**src/rtl/mips_multicycle_ctrl.sv**
```systemverilog
// Sequencing controller for the multicycle MIPS datapath.
// Moore FSM: one instruction takes 3-5 states. The FETCH, MEMRD and MEMWR
// states hold on a single-port memory req/ready handshake.
//
// Handshake: a memory transfer completes on any rising edge where
// mem_req & mem_ready are both 1. mem_req (and mem_write, when set) stays
// asserted for the whole wait. mem_ready is ignored when mem_req is low.
module mips_multicycle_ctrl (
  input  logic       clk,
  input  logic       reset_n,
  input  logic [5:0] opcode,
  input  logic [5:0] funct,
  input  logic       zero,
  input  logic       mem_ready,
  output logic       mem_req,
  output logic       mem_write,
  output logic       iord,
  output logic       ir_write,
  output logic       pc_en,
  output logic [1:0] pc_src,
  output logic       alu_src_a,
  output logic [1:0] alu_src_b,
  output logic [2:0] alu_ctrl,
  output logic       reg_write,
  output logic       reg_dest,
  output logic       reg_wsrc,
  output logic [3:0] state,
  output logic       retire,
  output logic       illegal
);

  typedef enum logic [3:0] {
    S_FETCH   = 4'd0,
    S_DECODE  = 4'd1,
    S_MEMADR  = 4'd2,
    S_MEMRD   = 4'd3,
    S_MEMWB   = 4'd4,
    S_MEMWR   = 4'd5,
    S_EXECUTE = 4'd6,
    S_ALUWB   = 4'd7,
    S_BRANCH  = 4'd8,
    S_ADDIEX  = 4'd9,
    S_ADDIWB  = 4'd10,
    S_JUMP    = 4'd11
  } state_t;

  localparam logic [5:0] OP_RTYPE = 6'b000000;
  localparam logic [5:0] OP_LW    = 6'b100011;
  localparam logic [5:0] OP_SW    = 6'b101011;
  localparam logic [5:0] OP_BEQ   = 6'b000100;
  localparam logic [5:0] OP_ADDI  = 6'b001000;
  localparam logic [5:0] OP_J     = 6'b000010;

  state_t r_state;
  state_t w_next;
  logic   w_mem_ready;

  // While reset is held the machine sits in FETCH. Masking ready keeps the
  // FETCH strobes (ir_write, pc_en) quiet until reset is released.
  assign w_mem_ready = mem_ready & reset_n;
  assign state       = r_state;

  // State register; reset forces FETCH immediately, even mid-instruction.
  always_ff @(posedge clk or negedge reset_n) begin
    if (!reset_n) r_state <= S_FETCH;
    else          r_state <= w_next;
  end

  // Next-state and Moore outputs (strobes gated by mem_ready / zero).
  always_comb begin
    w_next    = S_FETCH;
    mem_req   = 1'b0;
    mem_write = 1'b0;
    iord      = 1'b0;
    ir_write  = 1'b0;
    pc_en     = 1'b0;
    pc_src    = 2'b00;
    alu_src_a = 1'b0;
    alu_src_b = 2'b00;
    alu_ctrl  = 3'b010;
    reg_write = 1'b0;
    reg_dest  = 1'b0;
    reg_wsrc  = 1'b0;
    retire    = 1'b0;
    illegal   = 1'b0;
    case (r_state)
      S_FETCH: begin
        mem_req   = 1'b1;
        alu_src_b = 2'b01;
        ir_write  = w_mem_ready;
        pc_en     = w_mem_ready;
        w_next    = w_mem_ready ? S_DECODE : S_FETCH;
      end
      S_DECODE: begin
        alu_src_b = 2'b11;
        case (opcode)
          OP_LW, OP_SW: w_next = S_MEMADR;
          OP_RTYPE:     w_next = S_EXECUTE;
          OP_BEQ:       w_next = S_BRANCH;
          OP_ADDI:      w_next = S_ADDIEX;
          OP_J:         w_next = S_JUMP;
          default: begin
            w_next  = S_FETCH;
            illegal = 1'b1;
          end
        endcase
      end
      S_MEMADR: begin
        alu_src_a = 1'b1;
        alu_src_b = 2'b10;
        w_next    = (opcode == OP_SW) ? S_MEMWR : S_MEMRD;
      end
      S_MEMRD: begin
        mem_req = 1'b1;
        iord    = 1'b1;
        w_next  = w_mem_ready ? S_MEMWB : S_MEMRD;
      end
      S_MEMWB: begin
        reg_write = 1'b1;
        reg_wsrc  = 1'b1;
        retire    = 1'b1;
        w_next    = S_FETCH;
      end
      S_MEMWR: begin
        mem_req   = 1'b1;
        mem_write = 1'b1;
        iord      = 1'b1;
        retire    = w_mem_ready;
        w_next    = w_mem_ready ? S_FETCH : S_MEMWR;
      end
      S_EXECUTE: begin
        alu_src_a = 1'b1;
        case (funct)
          6'b100010: alu_ctrl = 3'b110;
          6'b100100: alu_ctrl = 3'b000;
          6'b100101: alu_ctrl = 3'b001;
          6'b101010: alu_ctrl = 3'b111;
          default:   alu_ctrl = 3'b010;
        endcase
        w_next = S_ALUWB;
      end
      S_ALUWB: begin
        reg_write = 1'b1;
        reg_dest  = 1'b1;
        retire    = 1'b1;
        w_next    = S_FETCH;
      end
      S_BRANCH: begin
        alu_src_a = 1'b1;
        alu_ctrl  = 3'b110;
        pc_src    = 2'b01;
        pc_en     = zero;
        retire    = 1'b1;
        w_next    = S_FETCH;
      end
      S_ADDIEX: begin
        alu_src_a = 1'b1;
        alu_src_b = 2'b10;
        w_next    = S_ADDIWB;
      end
      S_ADDIWB: begin
        reg_write = 1'b1;
        retire    = 1'b1;
        w_next    = S_FETCH;
      end
      S_JUMP: begin
        pc_src = 2'b10;
        pc_en  = 1'b1;
        retire = 1'b1;
        w_next = S_FETCH;
      end
      default: w_next = S_FETCH;
    endcase
  end

endmodule

```
**config.mk**
```make
export PLATFORM = sky130hd
export DESIGN_NAME = mips_multicycle_ctrl
export DESIGN_NICKNAME = d
export VERILOG_FILES = /design/src/rtl/mips_multicycle_ctrl.sv
export SDC_FILE = /design/constraint.sdc
export NUM_CORES = 1
export LEC_CHECK = 0
export ABC_AREA = 0
export BUFFER_PORTS_ARGS = -buffer_cell sky130_fd_sc_hd__clkbuf_2
export CAP_MARGIN = 0
export CORE_MARGIN = 10
export CORE_UTILIZATION = 41
export CTS_CLUSTER_DIAMETER = 200
export CTS_CLUSTER_SIZE = 10
export DETAILED_ROUTE_END_ITERATION = 10
export GPL_TIMING_DRIVEN = 0
export PLACE_DENSITY = 0.77
export SLEW_MARGIN = 10
export SYNTH_ARGS = -nofsm -noshare
export SYNTH_HDL_FRONTEND = slang
export SYNTH_SLANG_ARGS = --single-unit
```
**constraint.sdc**
```tcl
create_clock -name clk -period 1.82 [get_ports clk]
set_input_delay 0.182 -clock clk [delete_from_list [all_inputs] [get_ports clk]]
set_output_delay 0.182 -clock clk [all_outputs]
set_load 0.01 [all_outputs]
```
### Yosys cells after proc, flatten, opt, wreduce, memory -nomap -nowiden

Index checks and enable logic that the tools add are counted.

| storage, ports and cells | value |
|---|---|
| register bits | 4 |

| operators by class | value |
|---|---|
| equal/unequal tests | 20 |
| mux-type cells | 22 |
| bitwise gates (word level) | 1 |
| reductions and logical operators | 10 |

Operators with widths:

| operator | count |
|---|---|
| == test 6 bit, second input constant | 6 |
| one-hot mux 4 bit (7 select lines) | 1 |
| one-hot mux 4 bit (5 select lines) | 1 |
| == test 4 x 3 -> 1 bit, second input constant | 4 |
| == test 4 bit, second input constant | 4 |
| one-hot mux 3 bit (4 select lines) | 1 |
| 2-to-1 mux 1 bit | 11 |
| 2-to-1 mux 3 bit | 3 |
| == test 4 x 2 -> 1 bit, second input constant | 2 |
| == test 6 x 2 -> 1 bit, second input constant | 1 |
| == test 6 x 3 -> 1 bit, second input constant | 1 |
| == test 6 x 4 -> 1 bit, second input constant | 1 |
| logical NOT 6 bit | 1 |
| one-hot mux 2 bit (3 select lines) | 1 |
| one-hot mux 3 bit (2 select lines) | 1 |
| OR reduction 2 bit | 3 |
| OR reduction 3 bit | 2 |
| OR reduction 6 bit | 1 |
| OR reduction 5 bit | 1 |
| == test 4 x 1 -> 1 bit, second input constant | 1 |
| logical NOT 4 bit | 1 |
| one-hot mux 2 bit (2 select lines) | 1 |
| OR reduction 4 bit | 1 |
| one-hot mux 1 bit (3 select lines) | 1 |
| other kinds (2) | 2 |

### Depth between registers and ports, before layout

Gate-level depths: netlist (run 1).

| logic depth | value |
|---|---|
| word-level depth | 4 |
| gate-level depth with buffers | 5 |
| depth with buffers taken out | 4 |

### Worst setup path before layout (run 1)

Ideal clock, no wire load.

| timing | value |
|---|---|
| kind | register to output |
| start point | register r_state[0], in the netlist state[0] |
| end point | output alu_ctrl[2] |
| arrival | 1.368 ns |
| setup slack | 0.270 ns |
| stages on the path, launching flop included | 4 |
| buffers on the path | 0 |
| cell sequence | dfrtp_1 nand2b_4 or4b_4 o21bai_1 |

| between the ends | value |
|---|---|
| word-level cells in the longest chain between the ends | 2 |
| elaborated cells on any way between the ends | 3 |
| classes of those cells | 2 x eq/ne; 1 x mux |

Ends and longest elaborated chain:

| element | RTL line | source |
|---|---|---|
| start, declared | 54 | `state_t r_state;` |
| start signal, assigned | 66 | `else r_state <= w_next;` |
| == test 4 bit or == test 4 x 3 -> 1 bit (tied branches) | 86 | `case (r_state)` |
| one-hot mux 3 bit (2 select lines) (*) | 86 |  |
| end, declared | 23 | `output logic [2:0] alu_ctrl,` |

Every way passes the cells marked *; elsewhere a longest branch is shown, timed or not.

### Worst setup path in the final report (run 1)

| timing | value |
|---|---|
| start point | register r_state[3], in the netlist state[3] |
| end point | output alu_ctrl[1] |

Same word-level chain as after synthesis.

==> results of run 1 <==
[worst max-delay path by stage]
stage	endpoint
2_1_floorplan	alu_ctrl[2]
3_3_place_gp	alu_ctrl[2]
3_5_place_dp	alu_ctrl[2]
4_1_cts	alu_ctrl[2]
5_1_grt	alu_ctrl[2]
6_report	alu_ctrl[1]
[worst reg2reg max path, delay by kind of cell (launching register included)]
kind	cells	cell delay, ns
AOI/OAI and AO/OA	1	0.12
DFF	1	0.46
and+or+nand+nor	3	0.75
[per-layer routing]
metal  global-route usage (%)  vias to the layer above  share of wire, %
met5                        0                        -                 0
met4                     3.28                        0              0.33
met3                     6.22                        2               9.9
met2                     25.3                       40                53
met1                     11.7                      395                37
li1                         -                      423                 -
[cell families after synthesis]
kind of cell	share of synthesized area, %
AOI/OAI and AO/OA	25.2
and+or+nand+nor	43.2
DFF	16.4
muxes	3.69
buffers and inverters	7.17
xor gates and xnor gates	4.30
[synth_stat cells, types with 2 or more instances]
cell type | n | area share (%)
dfrtp_1 | 4 | 16
nand2_1 | 9 | 5.5
buf_2 | 2 | 1.6
o211ai_1 | 2 | 2.5
inv_1 | 3 | 1.8
mux2_2 | 2 | 3.7
xnor2_1 | 2 | 2.9
nor3_1 | 7 | 5.7
nand3_1 | 3 | 2.5
nor2_1 | 12 | 7.4
a21oi_1 | 7 | 5.7
nor3b_1 | 2 | 2.5
a211oi_1 | 3 | 3.7
nor4_1 | 2 | 2.0
o21ai_0 | 5 | 4.1
clkbuf_1 | 2 | 1.2
[layout make-up]
type                       count  area (sq um)
tap                           15          18.8
sequential                     4           101
multi-input combinational     75           490
clock buffer                   3          22.5
timing repair buffer          45           256
buffer                         5          31.3
fill                         119           414
inverter                       4          15.0
[where the power goes]
| part | switching, uW | total, uW | internal, uW | leakage, uW |
|---|---|---|---|---|
| clock | 41.0 | 115 | 74.0 | 0.0000138 |
| combinational | 526 | 929 | 403 | 0.000382 |
| sequential | 44.1 | 166 | 121 | 0.0000521 |
| total | 611 | 1210 | 599 | 0.000448 |
[through the flow]
step | TNS, ns | std cells
finish | 0 | 151
global route | -0.0370 | 151
CTS | 0 | 148
detailed placement | 0 | 140
global placement | 0 | 140
floorplan | 0 | 88
[timing repair]
action / in CTS / in global routing
hold buffers: 1 / 0
gates resized for setup: 1 / 18
cloned: 0 / 0
setup buffers: 4 / 3
pin swaps: 1 / 0
endpoints found under the hold margin: 4 / 0
setup endpoints to repair: 3 / 10
==> impl_metrics.env, run 1 <==
export IMPL_dieArea_sq_um=3430
export IMPL_ir_worst_vdd_uv=729
export IMPL_crit_arrival_ns=1.61
export IMPL_fin_crit_ns=1.79
export IMPL_clockBufferDepth=2
export IMPL_syn_area_sq_um=611
export IMPL_setup_viol=0
export IMPL_fp_dieH_microns=58.6
export IMPL_final_util_pct=69.3
export IMPL_cp_slowest_cell="or4b_4"
export IMPL_ys_warn_count=0
export IMPL_rsz0062_at_grt="true"
export IMPL_async_flop_share_pct=100
export IMPL_syn_instance_count=88
export IMPL_p_leak_uw=0.000448
export IMPL_min_period_over_period_pct=98.4
export IMPL_path_depth=5
export IMPL_first_iter_violations=19
export IMPL_slowest_delay_ns=0.51
export IMPL_ys_flop_type="dfrtp_1"
export IMPL_fp_coreArea_sq_um=1350
export IMPL_fin_nets=154
export IMPL_fmax_ghz=0.558
export IMPL_cts_sinks=4
export IMPL_final_hold_viol_count=0
export IMPL_grt_ovfl_total=0
export IMPL_hold_class="in2async"
export IMPL_path_cells="inv_2 -> nand2_4 -> or4b_4 -> nand2b_4 -> buf_6"
export IMPL_clock_skew_ns=0.00661
export IMPL_maxCapViolations=0
export IMPL_worst_hold_slack_ns=0.340
export IMPL_dpl_hpwl_microns=1740
export IMPL_port_buffers=37
export IMPL_vias=860
export IMPL_seq_area_frac_synth_pct=16.4
export IMPL_drc=0
export IMPL_die_w_microns=58.6
export IMPL_via_per_inst=5.70
export IMPL_largest_register_ffs=4
export IMPL_setup_ws_ns=0.0293
export IMPL_htree_levels=1
export IMPL_area_growth_pct=53.3
export IMPL_crit_path_max_fanout=4
export IMPL_startpoint_type="flop"
export IMPL_dr_pass1_iters=4
export IMPL_cts_root_buf="clkbuf_4"
export IMPL_r2r_end="state[0]$_DFF_PN0_"
export IMPL_slew_headroom_pct=70.0
export IMPL_place_gp_congestion=0.769
export IMPL_r2r_start="state[2]$_DFF_PN0_"
export IMPL_dpl_cell_area_sq_um=815
export IMPL_num_io_pins=38
export IMPL_numCtsBuffers=3
export IMPL_rrSetupSlack_ns=0.37
export IMPL_synth_seq_cells=4
export IMPL_critPathLaunch="state[3]$_DFF_PN0_"
export IMPL_cts_tree="yes"
export IMPL_cts_clk_slew_worst_paths_ns=0.04
export IMPL_start_util_pct=45.2
export IMPL_worst_setup_path_type="reg2out"
export IMPL_synth_edff_count=0
export IMPL_grt_pass1_wl_microns=3680
export IMPL_drive_gt1_share_pct=50.0
export IMPL_grt_util_all_layers_pct=13.1
export IMPL_grt_start_max_net_pins=11
export IMPL_powerDensity_nw_per_um2=1290
export IMPL_critPathRequiredTime_ns=1.64
export IMPL_syn_area_per_cell_sq_um=6.94
export IMPL_p_total_uw=1210
export IMPL_status="complete, no violations"
export IMPL_wire_per_inst_microns=15.8
export IMPL_synth_cell_type_count=37
export IMPL_place_ws_ns=0.169
export IMPL_clock_latency_ns=0.24
export IMPL_grt_antenna_before_repair=0
export IMPL_final_area_sq_um=936
export IMPL_synth_fp_nets=104
export IMPL_maxSlewViolCount=0
export IMPL_final_cell_mix="clkbuf_2, nor2_1, nand2_1"
export IMPL_grt_pass1_vias=855
export IMPL_end_kind="output port"
export IMPL_insertedDiodeCount=0
export IMPL_tightest_slew_ns=0.449
export IMPL_reg2regPathDepth=4
export IMPL_totalWireLength_microns=2390
export IMPL_critPathTopFamily="simple AND/OR/NAND/NOR gates"
export IMPL_final_common_cell="clkbuf_2"
export IMPL_crit_buf_inv=2
export IMPL_num_rows=13
export IMPL_ant_nets=0
Note: power is estimated with default switching activity, not from simulation.
==> run 2: changes to the inputs <==
--- a/config.mk
+++ b/config.mk
@@ -14,7 +14,8 @@
 export CTS_CLUSTER_SIZE = 10
 export DETAILED_ROUTE_END_ITERATION = 10
 export GPL_TIMING_DRIVEN = 0
-export PLACE_DENSITY = 0.77
+export PLACE_DENSITY_LB_ADDON = 0.25
+export SKIP_LAST_GASP = 1
 export SLEW_MARGIN = 10
 export SYNTH_ARGS = -nofsm -noshare
 export SYNTH_HDL_FRONTEND = slang
==> run 2 against run 1 <==
  * Count of clock-buffer cells in the layout did not move
  * Final cell count did not move
  * Sequential share of layout area rose by 0.16 points
  * Non-clock buffer count did not move
  * Clock power barely moved
  * Die area did not move
  * Maximum frequency rose by 0.58%
  * Hold slack got worse by 0.029 ns
  * Cell area fell by 0.27%
  * Sequential power barely moved
  * Utilization fell by 0.19 points
  * First-iteration DRC count rose by 5.3%
==> impl_metrics.env, run 2 (same netlist as run 1, synthesis figures left out) <==
export IMPL_num_rows=13
export IMPL_vias=850
export IMPL_largest_register_ffs=4
export IMPL_worst_hold_slack_ns=0.311
export IMPL_ir_worst_vdd_uv=878
export IMPL_rsz0062_at_grt="true"
export IMPL_end_kind="output port"
export IMPL_cts_tree="yes"
export IMPL_dieArea_sq_um=3430
export IMPL_die_w_microns=58.6
export IMPL_port_buffers=37
export IMPL_fmax_ghz=0.562
export IMPL_worst_setup_path_type="reg2out"
export IMPL_ant_nets=0
export IMPL_totalWireLength_microns=2260
export IMPL_grt_util_all_layers_pct=12.8
export IMPL_clock_latency_ns=0.24
export IMPL_fin_nets=154
export IMPL_setup_tns_ns=0
export IMPL_min_period_over_period_pct=97.8
export IMPL_clockBufferDepth=2
export IMPL_final_cell_mix="clkbuf_2, nor2_1, nand2_1"
export IMPL_dr_pass1_iters=4
export IMPL_rrSetupSlack_ns=0.39
export IMPL_final_common_cell="clkbuf_2"
export IMPL_fin_crit_ns=1.78
export IMPL_drive_gt1_share_pct=50.0
export IMPL_drc=0
export IMPL_grt_pass1_vias=812
export IMPL_via_per_inst=5.63
export IMPL_slew_headroom_pct=71.1
export IMPL_start_util_pct=45.2
export IMPL_cts_root_buf="clkbuf_4"
export IMPL_final_hold_viol_count=0
export IMPL_grt_antenna_before_repair=0
export IMPL_cts_clk_slew_worst_paths_ns=0.04
export IMPL_crit_path_max_fanout=4
export IMPL_num_io_pins=38
export IMPL_p_switching_uw=607
export IMPL_place_gp_congestion=0.796
export IMPL_pwr_share_comb_pct=76.8
export IMPL_hold_class="in2async"
export IMPL_cts_sinks=4
export IMPL_powerDensity_nw_per_um2=1290
export IMPL_status="complete, no violations"
export IMPL_maxCapViolations=0
export IMPL_startpoint_type="flop"
export IMPL_critPathRequiredTime_ns=1.64
export IMPL_switching_share_pct=50.2
export IMPL_dpl_hpwl_microns=1770
export IMPL_numCtsBuffers=3
export IMPL_fp_dieH_microns=58.6
export IMPL_wire_per_inst_microns=15.0
export IMPL_fp_coreArea_sq_um=1350
export IMPL_multi_input_area_sq_um=487
export IMPL_p_int_uw=601
export IMPL_area_growth_pct=52.9
export IMPL_maxSlewViolCount=0
export IMPL_p_leak_uw=0.000445
export IMPL_clockPowerShare_pct=9.5
export IMPL_fillers=126
export IMPL_crit_arrival_ns=1.60
export IMPL_grt_ovfl_total=0
export IMPL_htree_levels=1
export IMPL_setup_viol=0
export IMPL_power_frac_seq_pct=13.7
export IMPL_grt_start_max_net_pins=11
export IMPL_first_iter_violations=20
export IMPL_final_util_pct=69.1
export IMPL_tightest_slew_ns=0.433
export IMPL_clock_skew_ns=0.00810
export IMPL_register_area_sq_um=103
export IMPL_grt_pass1_wl_microns=3620
export IMPL_insertedDiodeCount=0
==> run 2: cell count changes in the layout (fill, tap and decap cells not counted), sizes merged <==
cell / delta
buf: -1
clkbuf: +1
==> run 2: routing by layer <==
metal  global-route usage (%)  up-vias  share of wire (%)
met3                     6.87        4                 11
li1                         -      425                  -
met4                     3.93        0                1.1
met2                     22.9       48                 49
met1                     12.4      373                 39
met5                        0        -                  0
==> run 2: what timing repair did <==
action	CTS	global route
resized for setup	1	17
pin swaps	1	1
setup endpoints to repair	3	9
buffers inserted	4	3
hold buffers	1	0
endpoints found under the hold margin	4	0
==> run 2: final timing paths <==
check	endpoint	start	cells after the start
max	alu_ctrl[1]	state[3]$_DFF_PN0_	5
min	state[0]$_DFF_PN0_	reset_n	2
max reg2reg	state[0]$_DFF_PN0_	state[2]$_DFF_PN0_	4
min reg2reg	state[2]$_DFF_PN0_	state[0]$_DFF_PN0_	3
max in group asynchronous	state[1]$_DFF_PN0_	reset_n	2
min in group clk	state[0]$_DFF_PN0_	opcode[5]	4
==> run 2: metrics by stage <==
step | worst slack, ns | instance area (sq um) | cells | total power, uW
after global placement | 0.206 | 815 | 140 | 983
after CTS | 0.00979 | 878 | 148 | 1150
after floorplan | 0.270 | 611 | 88 | 708
after detailed placement | 0.196 | 815 | 140 | 1000
after global routing | -0.0302 | 933 | 151 | 1320
final | 0.0397 | 933 | 151 | 1210
==> run 2: final cells by class <==
class / instances / share of cell area [%]
sequential: 4 / 11.0
inverter: 4 / 1.61
buffer: 5 / 3.35
clock buffer: 3 / 2.41
multi-input combinational: 75 / 52.1
timing repair buffer: 45 / 27.5
tap: 15 / 2.01
==> run 2: critical path, cell delays in order, from the launching register on <==
cell and delay (ns):
dfrtp_1 0.41, inv_2 0.10, nand2_4 0.07, or4b_4 0.51, nand2b_4 0.16, buf_6 0.13
==> run 2: power groups by stage <==
stage	logic [uW]	clock network, uW	registers [uW]
3_5_place_dp	831	0	168
2_1_floorplan	532	0	177
6_report	927	115	165
3_3_place_gp	814	0	168
4_1_cts	879	119	156
5_1_grt	1020	132	169
